==> src/rtl/dmux8_pkg.sv <==
// Shared definitions for the 8-way dispatcher: channel geometry, state enum
// and the channel one-hot encoder.
package dmux8_pkg;

   localparam int unsigned CH_COUNT = 8;
   localparam int unsigned CH_W     = 3;

   typedef enum logic {
      ST_EMPTY,
      ST_FULL
   } state_e;

   // One-hot encode of a 3-bit channel index.
   function automatic logic [CH_COUNT-1:0] ch_onehot(input logic [CH_W-1:0] ch);
      ch_onehot     = '0;
      ch_onehot[ch] = 1'b1;
   endfunction

endpackage

==> src/rtl/rr_pick8.sv <==
// Combinational first-set-bit pick over an 8-bit request, scanning upward
// from ptr with wrap. idx falls back to ptr when no request bit is set.
module rr_pick8
   import dmux8_pkg::*;
(
   input  logic [CH_COUNT-1:0] req,
   input  logic [CH_W-1:0]     ptr,
   output logic [CH_W-1:0]     idx,
   output logic                found
);

   logic [CH_W-1:0] cand;

   // Scan from the farthest offset down so the nearest ready channel wins.
   always_comb begin
      found = 1'b0;
      idx   = ptr;
      cand  = ptr;
      for (int i = CH_COUNT - 1; i >= 0; i--) begin
         cand = ptr + CH_W'(i);
         if (req[cand]) begin
            found = 1'b1;
            idx   = cand;
         end
      end
   end

endmodule

==> src/rtl/dmux8_dispatcher.sv <==
// One-entry valid/ready front end for the 8-way demultiplexer. A held beat is
// steered to one channel, chosen by round-robin or by an explicit destination.
// Optional build macro DMUX8_SKIP_BUSY_EN: round-robin skips channels whose
// out_ready is low at the accept edge.
module dmux8_dispatcher
   import dmux8_pkg::*;
#(
   parameter int unsigned WIDTH = 16
) (
   input  logic                clk,
   input  logic                rst_n,
   input  logic                in_valid,
   output logic                in_ready,
   input  logic [WIDTH-1:0]    in_data,
   input  logic                in_fixed,
   input  logic [CH_W-1:0]     in_dest,
   output logic [CH_COUNT-1:0] out_valid,
   input  logic [CH_COUNT-1:0] out_ready,
   output logic [WIDTH-1:0]    out_data,
   output logic [CH_W-1:0]     sel,
   output logic [CH_W-1:0]     rr_ptr
);

   state_e           state_q;
   logic [WIDTH-1:0] data_q;
   logic [CH_W-1:0]  sel_q;
   logic [CH_W-1:0]  rr_q;
   logic             fixed_q;

   logic             deliver;
   logic             accept;
   logic [CH_W-1:0]  eff_ptr;
   logic [CH_W-1:0]  rr_choice;
   logic [CH_W-1:0]  new_sel;

   assign deliver  = (state_q == ST_FULL) && out_ready[sel_q];
   assign in_ready = (state_q == ST_EMPTY) || deliver;
   assign accept   = in_valid && in_ready;

   // A round-robin beat leaving this edge advances the pointer; a new beat
   // accepted in the same edge must already see the advanced value.
   assign eff_ptr = (deliver && !fixed_q) ? sel_q + CH_W'(1) : rr_q;

`ifdef DMUX8_SKIP_BUSY_EN
   logic [CH_W-1:0] pick_idx;
   logic            pick_found;

   rr_pick8 u_pick (
      .req   (out_ready),
      .ptr   (eff_ptr),
      .idx   (pick_idx),
      .found (pick_found)
   );

   assign rr_choice = pick_found ? pick_idx : eff_ptr;
`else
   assign rr_choice = eff_ptr;
`endif

   assign new_sel = in_fixed ? in_dest : rr_choice;

   // Holding register FSM: accept has priority over returning to EMPTY.
   always_ff @(posedge clk or negedge rst_n) begin
      if (!rst_n) begin
         state_q <= ST_EMPTY;
         data_q  <= '0;
         sel_q   <= '0;
         rr_q    <= '0;
         fixed_q <= 1'b0;
      end else begin
         if (deliver && !fixed_q) begin
            rr_q <= sel_q + CH_W'(1);
         end
         if (accept) begin
            state_q <= ST_FULL;
            data_q  <= in_data;
            sel_q   <= new_sel;
            fixed_q <= in_fixed;
         end else if (deliver) begin
            state_q <= ST_EMPTY;
            sel_q   <= '0;
            fixed_q <= 1'b0;
         end
      end
   end

   // Outputs come straight from the holding registers.
   always_comb begin
      out_valid = (state_q == ST_FULL) ? ch_onehot(sel_q) : '0;
      out_data  = data_q;
      sel       = sel_q;
      rr_ptr    = rr_q;
   end

endmodule

==> config.mk <==
export PLATFORM = sky130hd
export DESIGN_NAME = dmux8_dispatcher
export DESIGN_NICKNAME = d
export VERILOG_FILES = /design/src/rtl/dmux8_pkg.sv /design/src/rtl/rr_pick8.sv /design/src/rtl/dmux8_dispatcher.sv
export SDC_FILE = /design/constraint.sdc
export NUM_CORES = 1
export LEC_CHECK = 0
export CORE_UTILIZATION = 31
export DETAILED_ROUTE_END_ITERATION = 6
export SYNTH_ARGS = -nofsm -noshare
export SYNTH_HDL_FRONTEND = slang
export SYNTH_SLANG_ARGS = --single-unit
==> constraint.sdc <==
create_clock -name clk -period 3.9 [get_ports clk]
set_input_delay 0.585 -clock clk [delete_from_list [all_inputs] [get_ports clk]]
set_output_delay 0.585 -clock clk [all_outputs]
set_load 0.005 [all_outputs]
==> results by group <==
Worst hold path
  – Hold_sp: out_data[3]$_DFFE_PN0P_
  – Hold Crit Depth: 1
  – Hold Path End: out_data[3]$_DFFE_PN0P_
  – HP Class: reg2reg

Power and ir drop
  – Pleak: between 0.0008 and 0.0009 µW
  – Sequential group share of total power: 0.335
  – Switching Fraction: 0.296
  – Logic pwr share: 0.517
  – Net Sw Power: between 400 and 500 µW
  – Int Pwr: 1020 µW
  – PD cells: about 740 nW/µm²
  – Clock power frac: 0.148
  – Max VDD drop: 0.000405 V

Clock network
  – CTS resizes: 0
  – Clock Latency Late Sink: around 260 ps
  – Clock root cell: clkbuf_8
  – CTS tree: yes
  – Clk sinks: 24
  – Setup bufs post-CTS: 0
  – Reg clk slew, reported paths: 90 ps
  – H-tree levels: 1
  – CTS Buf Count: 3
  – Bufs on Longest Clock Path: 2
  – CTS Hold Buffers Added: 0

Critical path
  – Cells along the critical path: clkdlybuf4s50_1 -> mux2i_1 -> mux4_2 -> nand2_1 -> clkdlybuf4s50_1
  – Most common cell on crit path: clkdlybuf4s50_1
  – Crit Reg-Reg Endpoint: out_data[1]$_DFFE_PN0P_
  – Largest stage delay, worst path: between 500 and 600 ps
  – WP data arrival: 2280 ps
  – Setup Crit Path Kind: in2out
  – FF-to-FF setup slack: approximately 1400 ps
  – Element type at the critical path end: output port
  – CP Depth: 5
  – Buffers & Inverters on Critical Path: 2
  – Slowest cell on crit path: mux4_2
  – Crit start category: primary input
  – FF-to-FF Start: sel[0]$_DFFE_PN0P_
  – R2R cell count: 5
  – Critical path required time: 3310 ps
  – Top delay family on crit path: buffers and inverters
  – Max FO, Critical Path: 3

Routing
  – Via density: 4.65
  – First DRT Iteration DRCs: 26
  – Per-cell routed wire length: between 10 and 15 µm
  – Residual DRC count: 0
  – Vias after detailed routing: 930
  – DRT Pass-1 Iters: 4
  – Routed Antenna Nets: 0
  – Final WL: 2810 µm

Layout
  – Post-layout nets: 185
  – Core Util, Final: 0.520
  – Fillers: 327
  – Ant. Diodes: 0
  – Synthesis-to-finish area growth: 56.5%
  – Fraction of layout cells with a size suffix above 1: 0.204

Global routing
  – Largest net degree at the start of global routing: 25
  – Overall routing resource usage: 0.139
  – Grt total ovfl: 0
  – Vias in the first global route: 961
  – Initial antenna violation count: 0
  – Global-route wire length before repair: 4570 µm

Yosys
  – Post-Synthesis Cells: 91
  – Synth area leader: dfrtp_1
  – Seq/Total Area, Yosys: 0.480
  – Area contributors post-synth: dfrtp_1, mux2_4, mux2i_1
  – Syn Std Cell Area: 1250 µm²
  – YS warnings: 0
  – Syn_area_per_cell: between 10 and 15 µm²
  – Register bit total from synthesis: 24
  – Yosys cell types: 21
  – Syn_nets: 123
  – Synth top area share: 0.480

Run
  – Max cap viols: 0

Die
  – Die width: ~66 µm
  – Num rows: 22
  – Die height: approximately 66 µm
  – Top Ports: 62
  – Die area: approximately 4300 µm²
  – Initial core utilization: 0.332
  – Core area: roughly 3800 µm²

Placement
  – PortBufs: just over 60
  – Routability cong.: between 0.7 and 0.8
  – Dpl hpwl: 2150 µm

Timing
  – Slew @ Worst Pin: 1030 ps
  – Final hold violations: 0
  – Crit share post-route: 0.736
  – # setup viols final: 0
  – Max-slew headroom: 0.309
  – RSZ-0062 raised after global routing: false
  – Slew Limit Fails: 0
  – FMAX: 0.348 GHz
  – Setup TNS: 0 ps
  – Post-route minimum period: around 2900 ps
  – Skew final: roughly 7.2 ps

Run status
  – Outcome: completed
==> power by group through the flow <==
stage,combinational [µW],sequential [µW],clock (µW)
2_1_floorplan,428,454,0
3_3_place_gp,747,486,0
3_5_place_dp,755,492,0
4_1_cts,761,490,222
5_1_grt,807,511,235
6_report,750,487,215
==> worst max path at each step <==
| stage | start | end | slack, ps |
|---|---|---|---|
| finish | out_ready[7] | in_ready | 1030 |
| global route | sel[0]$_DFFE_PN0P_ | in_ready | 930 |
| CTS | out_ready[7] | in_ready | 1020 |
| detailed placement | out_ready[7] | in_ready | 1030 |
| global placement | out_ready[7] | in_ready | 1040 |
| floorplan | sel[0]$_DFFE_PN0P_ | out_data[0]$_DFFE_PN0P_ | 1760 |
==> sequential cells by signal, indices dropped and copies added, names as in the netlist <==
register / cells
fixed_q: 1
out_data: 16
rr_ptr: 3
sel: 3
state_q: 1
==> cell usage after synthesis <==
cell type  instances
nand2_1            6
mux2_4            16
nor2_1             6
nor3_1             2
o2bb2ai_1          3
mux2_1             1
dfrtp_1           24
mux2i_1            6
nor3_2             1
o21ai_2            1
mux4_2             2
mux2_2             5
xor2_1             1
nor2_4             1
nand2b_1           4
ha_1               1
clkbuf_1           2
buf_6              3
a32o_1             1
inv_1              2
a21o_1             3
==> through the flow <==
| step | instance area [µm²] | setup WS [ps] | hold slack, ps | power (µW) | instances |
|---|---|---|---|---|---|
| 6_report | 1960 | 1030 | 514 | 1450 | 200 |
| 3_5_place_dp | 1890 | 1030 | 496 | 1250 | 196 |
| 3_3_place_gp | 1890 | 1040 | 490 | 1230 | 196 |
| 2_1_floorplan | 1250 | 1760 | 289 | 883 | 91 |
| 4_1_cts | 1960 | 1020 | 520 | 1470 | 200 |
| 5_1_grt | 1960 | 925 | 542 | 1550 | 200 |
==> metal layers <==
layer  vias to the layer above  global-route usage  routed length, µm
met3                         2              0.0330                103
met2                        24               0.238               1450
met1                       461               0.183               1250
met5                         -                   0                  0
met4                         0              0.0163                 16
li1                        443                   -                  -
==> kinds of logic after synthesis <==
kind of cell,synth area share
AOI/OAI and AO/OA,0.0540
adders and majority gates,0.00999
muxes,0.330
xor gates and xnor gates,0.00699
buffers and inverters,0.0390
DFF,0.480
and+or+nand+nor,0.0809
==> layout by cell type, fill, tap and decap left out, drive strengths merged, types with 2 or more instances in the layout <==
master,n
a21o,3
clkbuf,3
clkdlybuf4s50,61
dfrtp,24
inv,2
mux2,22
mux2i,6
mux4,2
nand2,6
nand2b,4
nor2,7
nor3,3
o2bb2ai,3
==> final cells by class <==
cell class,count,area [µm²],share of cell area
timing repair buffer,62,618,0.315
sequential,24,601,0.306
inverter,2,7.51,0.00383
clock buffer,3,41.3,0.0211
tap,48,60.1,0.0306
multi-input combinational,60,603,0.308
clock inverter,1,30.0,0.0153
Note: power is estimated with default switching activity, not from simulation.
